[config.mk]
export PLATFORM = sky130hd
export DESIGN_NAME = swreg_flat
export DESIGN_NICKNAME = d
export VERILOG_FILES = /design/src/rtl/swreg_pkg.sv /design/src/rtl/swreg_if.sv /design/src/rtl/debounce_bit.sv /design/src/rtl/swreg.sv /design/src/flat_wrapper.sv
export SDC_FILE = /design/constraint.sdc
export NUM_CORES = 1
export LEC_CHECK = 0
export CORE_UTILIZATION = 30
export DETAILED_ROUTE_END_ITERATION = 12
export GPL_ROUTABILITY_DRIVEN = 0
export PLACE_DENSITY = 0.51
export SETUP_SLACK_MARGIN = 0.1
export SYNTH_ARGS = -nofsm -noshare
export SYNTH_HDL_FRONTEND = slang
export SYNTH_SLANG_ARGS = --single-unit
[constraint.sdc]
create_clock -name clk -period 2.4 [get_ports clk]
set_clock_uncertainty 0.2 [all_clocks]
set_input_delay 0.48 -clock clk [delete_from_list [all_inputs] [get_ports clk]]
set_output_delay 0.48 -clock clk [all_outputs]
set_load 0.02 [all_outputs]
[src/rtl/swreg_pkg.sv]
// rtl/swreg_pkg.sv - register map constants and data width shared by swreg and its bus masters
package swreg_pkg;

    localparam int DATA_WIDTH = 8;

    typedef enum logic [1:0] {
        ADDR_STATE = 2'b00,
        ADDR_EVENT = 2'b01,
        ADDR_MASK  = 2'b10,
        ADDR_RSVD  = 2'b11
    } reg_addr_e;

endpackage

[src/rtl/swreg_if.sv]
// rtl/swreg_if.sv - simple peripheral bus (wr_en/rd_en strobes, registered read data)
interface swreg_if import swreg_pkg::*; #(
    parameter int WIDTH = DATA_WIDTH
);
    logic             wr_en;
    logic             rd_en;
    logic [1:0]       addr;
    logic [WIDTH-1:0] data_in;
    logic [WIDTH-1:0] data_out;

    modport master (
        output wr_en, rd_en, addr, data_in,
        input  data_out
    );

    modport slave (
        input  wr_en, rd_en, addr, data_in,
        output data_out
    );
endinterface

[src/rtl/debounce_bit.sv]
// rtl/debounce_bit.sv - two-flop synchroniser and counting debouncer for one input pin
module debounce_bit #(
    parameter int DB_CYCLES = 50000
) (
    input  logic clk,
    input  logic nreset,
    input  logic i_pin,
    output logic o_level,
    output logic o_rise
);
    localparam int CW = $clog2(DB_CYCLES + 1);

    logic          r_sync1;
    logic          r_sync2;
    logic          r_db;
    logic [CW-1:0] r_cnt;
    logic          w_done;

    // The edge on which the count would reach DB_CYCLES is the flip edge, so
    // the counter itself never holds DB_CYCLES and cannot wrap.
    assign w_done = (r_sync2 != r_db) && (r_cnt == CW'(DB_CYCLES - 1));

    always_ff @(posedge clk or negedge nreset) begin
        if (!nreset) begin
            r_sync1 <= 1'b0;
            r_sync2 <= 1'b0;
            r_db    <= 1'b0;
            r_cnt   <= '0;
        end else begin
            r_sync1 <= i_pin;
            r_sync2 <= r_sync1;
            if (r_sync2 == r_db) begin
                r_cnt <= '0;
            end else if (w_done) begin
                r_db  <= r_sync2;
                r_cnt <= '0;
            end else begin
                r_cnt <= r_cnt + 1'b1;
            end
        end
    end

    assign o_level = r_db;
    assign o_rise  = w_done && r_sync2;
endmodule

[src/rtl/swreg.sv]
// rtl/swreg.sv - debounced switch input register with sticky rising-edge events and maskable irq
module swreg import swreg_pkg::*; #(
    parameter int WIDTH     = DATA_WIDTH,
    parameter int DB_CYCLES = 50000
) (
    input  logic             clk,
    input  logic             nreset,
    swreg_if.slave           bus,
    input  logic [WIDTH-1:0] sw_port,
    output logic             irq
);
    logic [WIDTH-1:0] w_state;
    logic [WIDTH-1:0] w_rise;
    logic [WIDTH-1:0] w_ev_clr;
    logic [WIDTH-1:0] w_rdata;
    logic [WIDTH-1:0] r_event;
    logic [WIDTH-1:0] r_mask;
    logic [WIDTH-1:0] r_dout;
    logic             r_irq;

    for (genvar i = 0; i < WIDTH; i++) begin : g_db
        debounce_bit #(
            .DB_CYCLES(DB_CYCLES)
        ) u_db (
            .clk    (clk),
            .nreset (nreset),
            .i_pin  (sw_port[i]),
            .o_level(w_state[i]),
            .o_rise (w_rise[i])
        );
    end

    assign w_ev_clr = (bus.wr_en && (bus.addr == ADDR_EVENT)) ? bus.data_in : '0;

    always_comb begin
        w_rdata = '0;
        case (reg_addr_e'(bus.addr))
            ADDR_STATE: w_rdata = w_state;
            ADDR_EVENT: w_rdata = r_event;
            ADDR_MASK:  w_rdata = r_mask;
            default:    w_rdata = '0;
        endcase
    end

    // Read mux samples pre-write register values, so a same-cycle read and
    // write returns the old contents; a new rise beats a W1C clear.
    always_ff @(posedge clk or negedge nreset) begin
        if (!nreset) begin
            r_event <= '0;
            r_mask  <= '0;
            r_dout  <= '0;
            r_irq   <= 1'b0;
        end else begin
            r_event <= (r_event & ~w_ev_clr) | w_rise;
            if (bus.wr_en && (bus.addr == ADDR_MASK)) begin
                r_mask <= bus.data_in;
            end
            r_irq <= |(r_event & r_mask);
            if (bus.rd_en) begin
                r_dout <= w_rdata;
            end
        end
    end

    assign bus.data_out = r_dout;
    assign irq          = r_irq;
endmodule
[src/flat_wrapper.sv]
// flat-port wrapper written by rule: the top's interface ports become plain ports
module swreg_flat import swreg_pkg::*;
#(
    parameter int WIDTH     = DATA_WIDTH,
    parameter int DB_CYCLES = 50000
)
  (clk, nreset, sw_port, irq, bus_wr_en, bus_rd_en, bus_addr, bus_data_in, bus_data_out);
  swreg_if #(.WIDTH(WIDTH)) bus_i ();
  input  logic clk;
  input  logic nreset;
  input  logic [WIDTH-1:0] sw_port;
  output logic irq;
  input wire logic [$bits(bus_i.wr_en)-1:0] bus_wr_en;
  input wire logic [$bits(bus_i.rd_en)-1:0] bus_rd_en;
  input wire logic [$bits(bus_i.addr)-1:0] bus_addr;
  input wire logic [$bits(bus_i.data_in)-1:0] bus_data_in;
  output wire logic [$bits(bus_i.data_out)-1:0] bus_data_out;
  assign bus_i.wr_en = bus_wr_en;
  assign bus_i.rd_en = bus_rd_en;
  assign bus_i.addr = bus_addr;
  assign bus_i.data_in = bus_data_in;
  assign bus_data_out = bus_i.data_out;
  swreg #(.WIDTH(WIDTH), .DB_CYCLES(DB_CYCLES)) u_core (.clk(clk), .nreset(nreset), .bus(bus_i), .sw_port(sw_port), .irq(irq));
endmodule
==> Implementation_results.wiki, run 1 <==
{| class="wikitable"
! Metric !! Value
|-
| Run status || finished clean
|-
| Proportion of layout cells with a drive suffix above 1 || 7.68%
|-
| Initial antenna violation count || 0
|-
| Die height || 167 um
|-
| Final setup violation count || 0
|-
| Maximum achievable frequency || 0.465 GHz
|-
| Number of detailed-route iterations in the first pass || 7
|-
| Final critical-path share of the clock period || 89.5%
|-
| Total clock buffers created by CTS || 17
|-
| Instance count along the most critical hold path || 0
|-
| Syn Area/Cell || 10.2 um2
|-
| DIE AREA || 27800 um2
|-
| Crit path launch || u_core.g_db[1].u_db.r_cnt[7]
|-
| Root cell of the clock tree || sky130_fd_sc_hd__clkbuf_16
|-
| Reg2reg path depth || 3
|-
| Number of placement rows || 59
|-
| GRT Util Overall || 12.6%
|-
| Number of flip-flops and latches in the synthesized netlist || 177
|-
| Initial standard-cell utilization of the core || 30.9%
|-
| Via count of the first global-routing pass || 5565
|-
| Core Area || 26400 um2
|-
| Setup repair after global routing missed its margin || false
|-
| Time the worst path needs with I/O delays and setup || 2.15 ns
|-
| Total routed wirelength || 16300 um
|-
| First-pass GRT wire length || 28200 um
|-
| Crit-path max FO || 6
|-
| Path type of the worst min-delay path || register to register
|-
| Critical path data arrival time || 2.26 ns
|-
| Post-layout instance area || 9530 um2
|-
| DRC violation count after routing || 0
|-
| VDD IR max || 0.332 mV
|-
| Maximum count of clock buffers along a single path || 2
|-
| IO Port Bufs || 30
|-
| Post-synthesis sequential area ratio || 54.4%
|-
| Area post-placement || 8940 um2
|-
| Share of Yosys cell area claimed by the top area cell type || 54.4%
|-
| Type of element launching the critical path || register
|-
| Number of max-slew violations in the final report || 0
|-
| Number of nets in the synthesized netlist || 826
|-
| Critical R2R Launch || u_core.g_db[1].u_db.r_cnt[7]
|-
| Distinct cell type count after synthesis || 41
|-
| Endpoint of the most critical register-to-register path || u_core.g_db[1].u_db.o_level
|-
| Post-Synthesis Cell Area || 8140 um2
|-
| Hold path startpoint || u_core.g_db[0].u_db.r_sync1
|-
| Depth of the CTS H-tree || 4
|-
| Maximum number of pins on one net before global-route repair || 51
|-
| Setup Crit Path Kind || register to register
|-
| Synth Instances || 796
|-
| Endpoint of the worst hold-timing path || u_core.g_db[0].u_db.r_sync2
|-
| Width of the die || 167 um
|-
| Worst Setup End Kind || register
|-
| Number of endpoints with negative hold slack in the final report || 0
|-
| Clock transition at the registers of the reported paths || 0.07 ns
|-
| Clock tree from TritonCTS || done
|-
| WP data required || 2.51 ns
|-
| Minimum setup slack among reg-to-reg paths || 0.25 ns
|-
| Post-route antenna net violation count || 0
|-
| Least-Margin Pin Slew || 0.560 ns
|-
| Ant. Diodes || 0
|-
| Signed area change from the synthesized netlist to the final layout || 17.1%
|-
| Leak || 0.00381 uW
|-
| Total via count in the routed design || 5632
|-
| Vias per cell || 4.72
|-
| Relative slew margins || 62.3%
|-
| # IOs || 31
|-
| NumNets Final || 877
|-
| Yosys synthesis warning count || 0
|-
| Power density of the placed cells || 656 nW/um2
|-
| Setup TNS || 0 ns
|-
| Clock sinks || 177
|-
| HPWL Detailed || 11200 um
|-
| Total of cells resized after clock tree synthesis || 0
|-
| Top post-synthesis cells by area || sky130_fd_sc_hd__dfrtp_1 (54%), sky130_fd_sc_hd__xnor2_1 (10%), sky130_fd_sc_hd__nor2_1 (7.2%), sky130_fd_sc_hd__nand4_1 (2.9%), sky130_fd_sc_hd__xor2_1 (2.5%)
|-
| Per-cell routed wire length || 13.6 um
|-
| Clock insertion delay at the later pin of the skew report || 0.43 ns
|-
| Drt first-iter violations || 244
|-
| Reported max-cap violation count || 0
|-
| Total power consumption of the routed design || 6250 uW
|-
| Final global-route overflow total || 0
|-
| Most area-hungry cell type in the Yosys netlist || sky130_fd_sc_hd__dfrtp_1
|}
## sequential cells by signal, summed over array words and instances, names as in the netlist
signal and flops:
u_core.g_db.u_db.r_cnt 128, u_core.bus.data_out 8, u_core.g_db.u_db.o_level 8, u_core.g_db.u_db.r_sync1 8
u_core.g_db.u_db.r_sync2 8, u_core.r_event 8, u_core.r_mask 8, u_core.irq 1
## synth_stat cells (all sizes together)
library cell	count
o41ai	1
nor2	155
buf	4
nor3	31
nand2	42
o31ai	1
inv	31
or4b	4
nand4b	1
mux2	9
a22oi	4
nor4	31
ha	8
nor4b	6
a31o	1
mux2i	8
xor2	23
a21oi	18
and4	3
or2	1
o21ai	21
and3b	1
nand2b	7
nor2b	1
nand4	38
clkbuf	10
a32o	1
nand3	39
xnor2	95
and3	10
nand3b	3
nor4bb	8
or4	3
dfrtp	177
## final cells by class
class	count	area [um2]
fillers	2584	16800
multi-input cells	574	3520
repair buffers	46	464
clock buffers	18	439
well taps	335	419
clock inverters	13	136
flip-flops and latches	177	4430
inverters	31	116
## cells by family (layout without fill, tap and decap cells)
kind of cell | count (synthesis) | in the layout | synth area share [%]
muxes | 17 | 17 | 2.32
buffers and inverters | 45 | 108 | 2.28
AOI/OAI and AO/OA | 47 | 47 | 3.29
xor gates and xnor gates | 118 | 118 | 12.7
DFF | 177 | 177 | 54.4
adders and majority gates | 8 | 8 | 1.23
and+or+nand+nor | 384 | 384 | 23.7
## power breakdown
group          internal [uW]  total, uW  switching [uW]
sequential              3080       3160            87.8
combinational            155        362             207
clock                   1550       2720            1170
## stage by stage
stage | cells | setup slack [ns] | hold slack [ns] | util [%]
final | 1194 | 0.251 | 0.151 | 36.1
after global routing | 1194 | 0.190 | 0.160 | 36.1
after CTS | 1194 | 0.227 | 0.154 | 36.1
after detailed placement | 1162 | 0.261 | 0.138 | 33.9
after global placement | 1162 | 0.271 | 0.133 | 33.9
after floorplan | 796 | 0.310 | -0.0156 | -
## routing by layer
layer | global-route usage (%) | wire length, um | vias up
met3 | 3.18 | 425 | 7
li1 | - | - | 2848
met5 | 0 | 0 | -
met2 | 19.8 | 7570 | 63
met1 | 17.2 | 8140 | 2714
met4 | 3.58 | 158 | 0
## timing repair
item	in CTS	in global routing
setup buffers	0	0
hold endpoints to repair	36	0
hold buffers	1	0
## critical path: stages, from the launching register on
cell and delay (ns):
sky130_fd_sc_hd__dfrtp_1 0.43, sky130_fd_sc_hd__or4b_1 0.51, sky130_fd_sc_hd__or4_4 0.57, sky130_fd_sc_hd__mux2_4 0.31
## worst max-delay path by stage
| stage | slack, ns | end | depth (start not counted) |
|---|---|---|---|
| floorplan | 0.31 | u_core.g_db[2].u_db.o_level | 3 |
| global placement | 0.27 | u_core.g_db[1].u_db.o_level | 3 |
| detailed placement | 0.26 | u_core.g_db[1].u_db.o_level | 3 |
| CTS | 0.23 | bus_data_out[1] | 1 |
| global route | 0.19 | u_core.g_db[1].u_db.o_level | 3 |
| finish | 0.25 | u_core.g_db[1].u_db.o_level | 3 |
## cell usage in the layout, fill, tap and decap left out, drive strengths merged, types with 8 or more instances in the layout
cell           count
xor2              23
clkbuf            19
mux2               9
nor2             155
o21ai             21
buf               15
nor4bb             8
nor4              31
nand4             38
ha                 8
nor3              31
and3              10
mux2i              8
a21oi             18
inv               33
nand2             42
xnor2             95
clkdlybuf4s50     29
nand3             39
dfrtp            177
(Power assumes the default switching activity.)
==> inputs of run 2 (changes only) <==
CTS_CLUSTER_SIZE = 30   (was default)
==> results of run 2 <==
The final DEF is identical to that of run 1; final timing and power are the same.
==> inputs of run 3 (changes only) <==
CORE_MARGIN = 3   (was default)
==> Implementation_results.wiki, run 3 (synthesized netlist as in run 1, its figures left out) <==
{| class="wikitable"
! Metric !! Value
|-
| Critical path data arrival time || 2.26 ns (about the same)
|-
| Proportion of layout cells with a drive suffix above 1 || 8.00% (+0.31 points)
|-
| Initial antenna violation count || 0 (unchanged)
|-
| Die height || 171 um (+2.4%)
|-
| GRT Util Overall || 12.1% (-0.50 points)
|-
| Number of max-slew violations in the final report || 0 (unchanged)
|-
| First-pass GRT wire length || 28600 um (+1.5%)
|-
| Number of detailed-route iterations in the first pass || 4 (-3)
|-
| Biggest cell delay along the critical path || 0.57 ns (about the same)
|-
| # IOs || 31 (unchanged)
|-
| Final setup violation count || 0 (unchanged)
|-
| Highest-count cells in the layout ignoring fill and taps || sky130_fd_sc_hd__dfrtp_1 (177), sky130_fd_sc_hd__nor2_1 (155), sky130_fd_sc_hd__xnor2_1 (95)
|-
| Slowest stage cell on the critical path || sky130_fd_sc_hd__or4_4
|-
| Run status || finished clean
|-
| Final global-route overflow total || 0 (unchanged)
|-
| Critical path, cell by cell || or4b_1 -> or4_4 -> mux2_4
|-
| Total via count in the routed design || 5635 (+0.053%)
|-
| VDD IR max || 0.437 mV (+31%)
|-
| Number of buffers inserted by hold repair at cts || 1 (unchanged)
|-
| Setup TNS || 0 ns (unchanged)
|-
| Post-layout instance area || 9550 um2 (+0.24%)
|-
| Clock transition at the registers of the reported paths || 0.07 ns (about the same)
|-
| Path type of the worst min-delay path || register to register
|-
| Leak || 0.00383 uW (+0.37%)
|-
| Power density of the placed cells || 659 nW/um2 (+0.47%)
|-
| Per-cell routed wire length || 13.7 um (+0.36%)
|-
| Maximum count of clock buffers along a single path || 2 (unchanged)
|-
| Final critical-path share of the clock period || 89.8% (+0.25 points)
|-
| Routed wl met2 || 7400 um (-2.2%)
|-
| DRC violation count after routing || 0 (unchanged)
|-
| Time the worst path needs with I/O delays and setup || 2.15 ns (+0.00591 ns)
|-
| Clock tree from TritonCTS || done
|-
| Vias per cell || 4.70 (-0.28%)
|-
| Setup Crit Path Kind || register to register
|-
| Number of placement rows || 59 (unchanged)
|-
| Setup repair after global routing missed its margin || false
|-
| Signed area change from the synthesized netlist to the final layout || 17.4%
|-
| Via count of the first global-routing pass || 5707 (+2.6%)
|-
| WP data required || 2.50 ns (about the same)
|-
| Crit-path max FO || 6 (unchanged)
|-
| Area post-placement || 8950 um2 (+0.11%)
|-
| Highest layer used for signal routing || met4
|-
| Maximum achievable frequency || 0.464 GHz (-0.27%)
|-
| Clock insertion delay at the later pin of the skew report || 0.42 ns (about the same)
|-
| Most common cell after layout, fill and taps aside || sky130_fd_sc_hd__dfrtp_1
|-
| Type of element launching the critical path || register
|-
| Worst Setup End Kind || register
|-
| Drt first-iter violations || 264 (+8.2%)
|-
| Least-Margin Pin Slew || 0.526 ns (-0.0345 ns)
|-
| Total clock buffers created by CTS || 17 (unchanged)
|-
| Initial standard-cell utilization of the core || 30.9% (unchanged)
|-
| Total power consumption of the routed design || 6290 uW (+0.71%)
|-
| Ant. Diodes || 0 (unchanged)
|-
| Clock sinks || 177 (unchanged)
|-
| Total of cells resized after clock tree synthesis || 0 (unchanged)
|-
| Number of endpoints with negative hold slack in the final report || 0 (unchanged)
|-
| Total routed wirelength || 16400 um (+0.69%)
|-
| Flip-flop count of the largest register after layout || 128 (unchanged)
|-
| HPWL Detailed || 11400 um (+2.0%)
|-
| Relative slew margins || 64.6% (+2.3 points)
|-
| Depth of the CTS H-tree || 4 (unchanged)
|-
| Reported max-cap violation count || 0 (unchanged)
|-
| Post-route antenna net violation count || 0 (unchanged)
|-
| Root cell of the clock tree || sky130_fd_sc_hd__clkbuf_16
|-
| NumNets Final || 880 (+0.34%)
|-
| DIE AREA || 29100 um2 (+4.9%)
|-
| Width of the die || 171 um (+2.4%)
|-
| Most flops, register || u_core.g_db.u_db.r_cnt
|-
| IO Port Bufs || 30 (unchanged)
|-
| Maximum number of pins on one net before global-route repair || 43 (-16%)
|-
| Core Area || 26400 um2 (unchanged)
|-
| Met1 WL || 8380 um (+2.9%)
|-
| DR WL met3 || 463 um (+8.9%)
|-
| # Post-CTS Setup Buffers || 0 (unchanged)
|}
[run 3: cell count changes in the layout (fill, tap and decap cells not counted)]
cell / before / now
sky130_fd_sc_hd__buf_4: 12 / 16
sky130_fd_sc_hd__clkbuf_1: 0 / 1
sky130_fd_sc_hd__clkinv_2: 4 / 3
sky130_fd_sc_hd__clkbuf_8: 2 / 3
sky130_fd_sc_hd__buf_12: 3 / 2
[run 3: layout make-up]
type / count / area, um2
fillers: 2613 / 16800
flip-flops and latches: 177 / 4430
multi-input cells: 574 / 3520
repair buffers: 49 / 474
clock buffers: 20 / 457
well taps: 335 / 419
clock inverters: 12 / 131
inverters: 31 / 116
[run 3: power by group]
part | switching, uW | leakage, uW | total [uW] | internal (uW)
Clock | 1170 | 0.000279 | 2760 | 1590
Sequential | 87.3 | 0.00239 | 3160 | 3080
Combinational | 209 | 0.00116 | 362 | 153
Total | 1470 | 0.00383 | 6290 | 4820
[run 3: final timing paths]
path / startpoint / endpoint / slack (ns) / cells past startpoint
max in group asynchronous: nreset / u_core.g_db[1].u_db.r_cnt[8] / 0.98 / 3
min: u_core.g_db[0].u_db.r_sync1 / u_core.g_db[0].u_db.r_sync2 / 0.15 / 0
min in group asynchronous: nreset / u_core.g_db[3].u_db.r_cnt[10] / 0.36 / 2
max: u_core.g_db[1].u_db.r_cnt[7] / u_core.g_db[1].u_db.o_level / 0.25 / 3
min reg2reg: u_core.g_db[0].u_db.r_sync1 / u_core.g_db[0].u_db.r_sync2 / 0.15 / 0
max reg2reg: u_core.g_db[1].u_db.r_cnt[7] / u_core.g_db[1].u_db.o_level / 0.25 / 3
[run 3: metrics by stage]
step,util [%],worst slack (ns),std cells,hold WS [ns]
4_1_cts,36.2,0.232,1198,0.150
3_3_place_gp,34.0,0.270,1165,0.133
5_1_grt,36.2,0.204,1198,0.154
3_5_place_dp,34.0,0.258,1165,0.136
6_report,36.2,0.245,1198,0.146
2_1_floorplan,-,0.310,796,-0.0156
[run 3: worst max-delay path, delay by kind of cell (launching register included)]
kind,cells,cell delay [ns]
AND/OR/NAND/NOR,2,1.09
flip-flops,1,0.43
multiplexers,1,0.31
[run 3: routing by layer]
| layer | vias to the layer above | track usage [%] |
|---|---|---|
| li1 | 2841 | - |
| met5 | - | 0 |
| met3 | 16 | 2.61 |
| met2 | 52 | 19.1 |
| met1 | 2726 | 16.9 |
| met4 | 0 | 3.39 |
